<file path="src/rtl/sp_ram_requester.sv">
// rtl/sp_ram_requester.sv - valid/ready request front-end for a single-port no-change RAM
//
// Purpose
//   Accepts read/write requests, drives a 1-cycle-latency single-port RAM directly
//   from the accepted request and returns read data in request order through a
//   2-entry response FIFO with a same-cycle bypass.
//   Optional feature macro: SP_RAM_REQUESTER_SCRUB_EN (zero-fill the RAM during INIT).
//
// Ports
//   clka, rsta_n                     clock, asynchronous active-low reset
//   req_valid/req_ready              request handshake
//   req_we, req_addr, req_wdata      request payload (1 = write)
//   resp_valid/resp_ready, resp_data read response stream
//   ena, wea, regcea, addra, dina    RAM control/address/write data
//   rsta                             RAM output reset (tied 0)
//   douta                            RAM read data
//   init_done                        high while in RUN
module sp_ram_requester #(
  parameter int RAM_WIDTH = 18,
  parameter int RAM_DEPTH = 1024,
  localparam int ADDR_W = $clog2(RAM_DEPTH-1)
) (
  input  logic                 clka,
  input  logic                 rsta_n,
  input  logic                 req_valid,
  output logic                 req_ready,
  input  logic                 req_we,
  input  logic [ADDR_W-1:0]    req_addr,
  input  logic [RAM_WIDTH-1:0] req_wdata,
  output logic                 resp_valid,
  input  logic                 resp_ready,
  output logic [RAM_WIDTH-1:0] resp_data,
  output logic                 ena,
  output logic                 wea,
  output logic                 regcea,
  output logic [ADDR_W-1:0]    addra,
  output logic [RAM_WIDTH-1:0] dina,
  output logic                 rsta,
  input  logic [RAM_WIDTH-1:0] douta,
  output logic                 init_done
);

  localparam logic [0:0] S_INIT = 1'b0;
  localparam logic [0:0] S_RUN  = 1'b1;

  logic [0:0]           state_q, state_d;
  logic [1:0]           count_q, count_d;
  logic                 in_flight_q;
  logic                 rd_ptr_q, wr_ptr_q;
  logic [RAM_WIDTH-1:0] fifo_q [2];

  logic accept, rd_accept, pop, fifo_pop, store, init_finish;
  logic [2:0] occupancy;

  // Outstanding reads = queued responses + the read currently inside the RAM.
  assign occupancy = {1'b0, count_q} + {2'b00, in_flight_q};
  assign req_ready = (state_q == S_RUN) && (occupancy < 3'd2);
  assign accept    = req_valid & req_ready;
  assign rd_accept = accept & ~req_we;

  // With an empty FIFO the RAM output is presented directly, so a read answers
  // one cycle after acceptance; douta holds its value, keeping the bypass stable.
  assign resp_valid = (count_q != 2'd0) | in_flight_q;
  assign resp_data  = (count_q == 2'd0) ? douta : fifo_q[rd_ptr_q];
  assign pop        = resp_valid & resp_ready;
  assign fifo_pop   = pop & (count_q != 2'd0);
  // A returning word consumed straight off the bypass is never stored.
  assign store      = in_flight_q & ~(pop & (count_q == 2'd0));

  assign regcea    = 1'b1;
  assign rsta      = 1'b0;
  assign init_done = (state_q == S_RUN);

`ifdef SP_RAM_REQUESTER_SCRUB_EN
  // scrub_go_q keeps the RAM idle while reset is held; scrubbing starts on the
  // first edge after release.
  logic              scrub_go_q;
  logic [ADDR_W-1:0] scrub_addr_q;
  logic              scrub_we;

  assign scrub_we    = (state_q == S_INIT) & scrub_go_q;
  assign init_finish = scrub_we && (scrub_addr_q == ADDR_W'(RAM_DEPTH-1));

  always_ff @(posedge clka or negedge rsta_n) begin
    if (!rsta_n) begin
      scrub_go_q   <= 1'b0;
      scrub_addr_q <= '0;
    end else begin
      scrub_go_q <= 1'b1;
      if (scrub_we) scrub_addr_q <= scrub_addr_q + 1'b1;
    end
  end

  assign ena   = accept | scrub_we;
  assign wea   = (accept & req_we) | scrub_we;
  assign addra = scrub_we ? scrub_addr_q : req_addr;
  assign dina  = scrub_we ? '0 : req_wdata;
`else
  assign init_finish = 1'b1;
  assign ena         = accept;
  assign wea         = accept & req_we;
  assign addra       = req_addr;
  assign dina        = req_wdata;
`endif

  always_comb begin
    state_d = state_q;
    if (state_q == S_INIT && init_finish) state_d = S_RUN;
  end

  always_comb begin
    count_d = count_q;
    if (store && !fifo_pop)      count_d = count_q + 2'd1;
    else if (!store && fifo_pop) count_d = count_q - 2'd1;
  end

  always_ff @(posedge clka or negedge rsta_n) begin
    if (!rsta_n) begin
      state_q     <= S_INIT;
      count_q     <= 2'd0;
      in_flight_q <= 1'b0;
      rd_ptr_q    <= 1'b0;
      wr_ptr_q    <= 1'b0;
      fifo_q[0]   <= '0;
      fifo_q[1]   <= '0;
    end else begin
      state_q     <= state_d;
      count_q     <= count_d;
      in_flight_q <= rd_accept;
      if (store) begin
        fifo_q[wr_ptr_q] <= douta;
        wr_ptr_q         <= ~wr_ptr_q;
      end
      if (fifo_pop) rd_ptr_q <= ~rd_ptr_q;
    end
  end

endmodule

</file>
<file path="config.mk">
export PLATFORM = sky130hd
export DESIGN_NAME = sp_ram_requester
export DESIGN_NICKNAME = d
export VERILOG_FILES = /design/src/rtl/sp_ram_requester.sv
export SDC_FILE = /design/constraint.sdc
export NUM_CORES = 1
export LEC_CHECK = 0
export CAP_MARGIN = 20
export CELL_PAD_IN_SITES_DETAIL_PLACEMENT = 1
export CELL_PAD_IN_SITES_GLOBAL_PLACEMENT = 1
export CORE_MARGIN = 2
export CORE_UTILIZATION = 32
export DETAILED_ROUTE_END_ITERATION = 16
export GPL_TIMING_DRIVEN = 0
export PLACE_DENSITY = 0.9
export SETUP_SLACK_MARGIN = 0.02
export SKIP_CTS_REPAIR_TIMING = 1
export SYNTH_ARGS = -nofsm -noshare
export SYNTH_HDL_FRONTEND = slang
export SYNTH_SLANG_ARGS = --single-unit
</file>
<file path="constraint.sdc">
create_clock -name clka -period 2.3 [get_ports clka]
set_clock_uncertainty 0.2 [all_clocks]
set_input_delay 0.46 -clock clka [delete_from_list [all_inputs] [get_ports clka]]
set_output_delay 0.46 -clock clka [all_outputs]
set_load 0.01 [all_outputs]
</file>
==> impl_results.md <==
* Outcome: completed
* Sequential share of the synthesized area at 45.2%
* HP Class: flop to flop
* Total Power at 3.65 mW
* Peak VDD IR at 466 uV
* Clk slew on worst S/H paths at 0.08 ns
* Final Hold Viols at 0
* Iter 0 DRT Violations at 14
* Count of state elements after synthesis at 42
* Cells after synthesis at 200
* H-tree levels at 2
* Num CTS Buffers at 5
* Fillers at 808
* Sink Count at 42
* Initial antenna violation count at 0
* CTS tree: yes
* Post-Synth Adder-Cell Area at 0%
* Max_cap viols at 0
* Area delta synth->final at 45.6%
* Unrepaired setup endpoints after global routing: yes
* Routability cong. at 0.710
* GR Overflow Total at 0
* Fin util at 47.4%
* CP max-delay cell: clkdlybuf4s50_1
* Core area at 7140 sq um
* Reg2reg path depth at 7
* Final wirelength at 5920 um
* Nets at 340
* Synth Warn # at 0
* Simple-Gate Fraction of Synth Area at 6.02%
* DR DRC count at 0
* Pin count of the biggest net entering global routing at 42
* Post-synthesis mux area share at 27.2%
* Worst-Skew Late Latency at 0.28 ns
* Drt first pass iters at 3
* Mapped cell area at 2330 sq um
* Setup crit end kind: output port
* Total track usage at 14.8%
* Post-synth cell types at 28
* Die X at 89.3 um
* Wirelength per Cell at 15.2 um
* Max stage delay on crit path at 0.45 ns
* Die area at 7970 sq um
* R2r setup slk at 0.27 ns
* Worst hold path depth at 1
* Antenna cells at 0
* Clk root buf: clkbuf_8
* DIE HEIGHT at 89.3 um
* Setup ws final at 0.0940 ns
* Reg2Reg Launch Point: count_q[1]$_DFFE_PN0P_
* Worst R2R End: fifo_q[1]$_DFFE_PN0P_
* WS Path Type: input port to output port
* Final setup viols at 0
* Fin crit share at 95.9%
* Compound-gate portion of the synthesized area at 7.32%
* Min Hold Slack at 0.294 ns
* CP startpoint kind: input port
* Via Count at 1766
* Max-slew violations at 0
* Critical path, cell by cell: clkdlybuf4s50_1 -> inv_1 -> a2111oi_4 -> and2_1 -> dlymetal6s2s_1
* Vias in the first global route at 1889
* Leakage Power at 1.59 nW
* Multi-input combinational cell area at 997 sq um
* Pwr dens at 1080 nW/um^2
* Via-to-Cell Ratio at 4.54
* Largest family of logic cells by synthesized area: multiplexers
* Crit path capture: wea
* Fraction of layout cells with a size suffix above 1 at 36.6%
* Setup TNS at 0 ns
* Max Freq at 0.453 GHz
* ANT nets after route at 0
* Critical path startpoint: req_valid
* Required time worst endpoint at 1.64 ns
* Worst-path fanout max at 3
* Min cycle time layout at 2.21 ns
* XOR/XNOR Fraction of Synth Area at 0.753%
* Boundary Pins at 104
* First-pass GRT wire length at 9080 um
* Post-Place Worst Slack at -0.672 ns
* Area post-placement at 3200 sq um
* Cell Count, Final, Fillers Out at 389
* Initial Utilization at 32.6%
* Detailed placement HPWL at 4290 um
* Mean Syn Cell Area at 11.6 sq um
* Cell area after layout at 3390 sq um
* Port Buffers at 73
* CP Data Arrival Time at 1.55 ns
* Register area at 1050 sq um
* Clock Tree Buf Depth at 2
* Post-placement cell count at 374
* Row cnt at 31
## placed cells by master, fill, tap and decap left out
cell type / instances
mux2_2: 16
nor2_4: 1
a211oi_1: 2
mux2_4: 10
clkbuf_2: 9
o21ai_0: 14
dfrtp_1: 41
buf_6: 4
nand2_1: 17
buf_8: 4
or2_2: 1
nor2b_1: 3
or3_1: 1
nand2_2: 3
buf_2: 9
mux2_1: 10
xor2_1: 1
a21oi_4: 2
clkbuf_8: 6
nand2b_1: 2
dfrtp_2: 1
dlymetal6s2s_1: 6
clkbuf_16: 2
nor2_1: 1
a21oi_1: 2
clkdlybuf4s50_1: 50
o21ai_1: 5
a2111oi_4: 1
clkbuf_1: 1
inv_1: 2
buf_4: 35
clkinv_2: 1
a21boi_0: 1
conb_1: 3
dlygate4sd3_1: 1
and2_1: 1
mux2i_1: 19
buf_12: 1
xnor2_1: 1
## metal layers
| metal | routed length [um] | global-route usage (%) |
|---|---|---|
| met4 | 15 | 2.44 |
| met5 | 0 | 0 |
| met2 | 3210 | 28.7 |
| met3 | 288 | 3.42 |
| met1 | 2410 | 16.7 |
## sequential cells by signal (all words and copies together) (netlist names)
| name | cells |
|---|---|
| count_q | 2 |
| rd_ptr_q | 1 |
| in_flight_q | 1 |
| init_done | 1 |
| wr_ptr_q | 1 |
| fifo_q | 36 |
## logic make-up after synthesis
group	Yosys count
AOI/OAI and AO/OA	27
xor gates and xnor gates	2
buffers and inverters	42
DFF	42
muxes	55
other	2
and+or+nand+nor	30
## synthesized netlist by cell type (all sizes together)
cell     instances  area, sq um
a21oi            4         42.5
a21boi           1         7.51
o21ai           19         95.1
mux2i           19          190
buf             37          288
nor2b            3         18.8
mux2            36          443
xor2             1         8.76
or3              1         6.26
nand2b           2         12.5
dfrtp           42         1050
xnor2            1         8.76
nor2             2         15.0
a2111oi          1         10.0
and2             1         6.26
conb             2         7.51
clkbuf           3         11.3
or2              1         6.26
a211oi           2         15.0
nand2           20         75.1
inv              2         7.51
## power by group
| part | total [mW] | internal, mW | leakage, nW | switching [mW] |
|---|---|---|---|---|
| Clock | 0.490 | 0.243 | 0.0482 | 0.248 |
| Combinational | 1.87 | 1.05 | 1.05 | 0.821 |
| Sequential | 1.28 | 1.09 | 0.493 | 0.189 |
| Total | 3.65 | 2.39 | 1.59 | 1.26 |
## how the worst min path moves through the flow
stage,startpoint,to,slack [ns]
2_1_floorplan,rsta_n,count_q[0]$_DFFE_PN0P_,-0.04
3_3_place_gp,fifo_q[26]$_DFFE_PN0P_,fifo_q[26]$_DFFE_PN0P_,0.27
3_5_place_dp,rsta_n,fifo_q[14]$_DFFE_PN0P_,0.06
4_1_cts,rsta_n,fifo_q[14]$_DFFE_PN0P_,-0.25
5_1_grt,rsta_n,fifo_q[14]$_DFFE_PN0P_,0.31
6_report,fifo_q[34]$_DFFE_PN0P_,fifo_q[34]$_DFFE_PN0P_,0.29
## final cells by class
cell class	count	share of cell area, %
flip-flops and latches	42	31.1
multi-input cells	117	29.5
repair buffers	81	22.8
plain buffers	40	10.1
well taps	99	3.66
clock buffers	7	2.55
inverters	2	0.222
clock inverters	1	0.148
## critical path: cells and delay by family
kind | cells | cell delay (ns)
AOI/OAI and AO/OA | 1 | 0.25
and+or+nand+nor | 1 | 0.17
buffers and inverters | 3 | 0.66
No activity file was read; power rests on OpenSTA's default activity.
==> RTL change: new RTL, same settings <==
Change the parameter `RAM_DEPTH` from 1024 to 512.
--- a/src/rtl/sp_ram_requester.sv
+++ b/src/rtl/sp_ram_requester.sv
@@ -17,7 +17,7 @@
 //   init_done                        high while in RUN
 module sp_ram_requester #(
   parameter int RAM_WIDTH = 18,
-  parameter int RAM_DEPTH = 1024,
+  parameter int RAM_DEPTH = 512,
   localparam int ADDR_W = $clog2(RAM_DEPTH-1)
 ) (
   input  logic                 clka,
Interface: changed (resized addra and req_addr); port bits go from 104 to 102. No check against the original RTL was run, so the function may have changed too.
==> RTL change against the unedited design <==
Sequential share of layout area increased by 0.33 points; synthesized area decreased by 0.32%; synthesized cell count down 0.50%; wire length down 1.4%; power fell by 0.64%; sequential cell count unchanged; count of clock-buffer cells in the layout unchanged; cell count shrank 0.77%; clock power is 7.8% lower; via count shrank 0.40%; design area down 1.0%; setup slack got worse by 0.071 ns.
==> RTL change: results (changes against the unedited design) <==
[power_and_ir_drop]
peakVddDrop_v = 0.000434  ; -6.8%
p_leak_nw = 1.56  ; -1.9%
p_sw_mw = 1.27  ; +1.3%

[placed_design]
place_area_um2 = 3180  ; -0.55%
place.gp.congestion = 0.697  ; -1.7%
numPortBuffers = 72  ; -1.4%
hpwl_um = 4140  ; -3.4%

[grt]
grt_max_degree = 27  ; -36%
grt_pass1_vias = 1786  ; -5.5%
grt_pass1_wl_um = 9000  ; -0.84%
track_usage_pct = 14.8  ; -0.016 points

[synth]
synthTopCellsByCount = dfrtp_1, buf_4, nand2_1, mux2i_1, o21ai_0
seq_area_frac_synth_pct = 45.3  ; +0.15 points
synth_area_leaders = dfrtp_1, buf_4, mux2i_1

[critical_path]
critical-path-slowest-cell = dfrtp_1
cp_max_fo = 9  ; +6
critPathArrivalTime_ns = 1.62  ; +0.07 ns
max_stage_delay_ns = 0.39  ; -0.06 ns

[route]
drtPass1Iterations = 4  ; +1
post_drt_wl_per_cell_um = 15.1  ; -0.59%
drt-initial-drc-count = 25  ; +11
viasPerCell = 4.56  ; +0.38%

[final_layout]
drive_gt1_share_pct = 37.6  ; +1.1 points
fillers = 793  ; -1.9%
fin_nets = 337  ; -0.88%

[timing]
finalCritPeriodShare_pct = 99.0  ; +3.1 points

[status]
status = finished, final reports clean

[RTL change: metrics by stage]
stage	setup WS, ns	cells	TNS [ns]
detailed placement	-0.595	372	-9.72
global placement	-0.555	371	-28.89
CTS	-0.775	379	-14.46
finish	0.0231	386	0
global route	-0.0586	386	-0.502
floorplan	0.238	200	0
[RTL change: kinds of logic (layout without fill, tap and decap cells)]
logic type      Yosys count  count (layout)  synth area share, %
buf+inv                  41             128                 12.9
compound gates           27              27                 7.34
flops                    42              42                 45.3
simple gates             30              30                 6.04
mux                      55              55                 27.3
other cells               2               3                0.324
xor+xnor                  2               2                0.756
[RTL change: routing by layer]
layer  vias to the layer above  track usage, %  wire (µm)
met5                         -               0          0
li1                        824               -          -
met3                         6            2.95        354
met2                        74            24.4       2850
met1                       855            19.6       2610
met4                         0            4.88         24
[RTL change: cell type report]
type | instances | area share [%]
sequential | 42 | 31.4
multi-input combinational | 117 | 30.2
timing repair buffer | 80 | 22.3
buffer | 39 | 9.90
tap | 99 | 3.70
clock buffer | 7 | 2.28
inverter | 2 | 0.224
[RTL change: power by group through the flow]
stage          clock (mW)  sequential (mW)  combinational (mW)
2_1_floorplan           0             1.23                1.08
3_3_place_gp            0             1.26                1.73
4_1_cts             0.469             1.28                1.80
5_1_grt             0.510             1.33                2.05
6_report            0.452             1.28                1.89
3_5_place_dp            0             1.30                1.79
[RTL change: path summary, 6_finish.rpt]
check                           start            end  slack (ns)  cells past startpoint
setup reg to reg           count_q[1]     fifo_q[13]        0.22                      7
min in group asynchronous      rsta_n     fifo_q[13]        0.45                      2
hold reg to reg            fifo_q[28]     fifo_q[28]        0.29                      1
setup / recovery           count_q[1]  resp_data[13]        0.02                      8
max in group asynchronous      rsta_n    in_flight_q        0.96                      3
hold / removal             fifo_q[28]     fifo_q[28]        0.29                      1
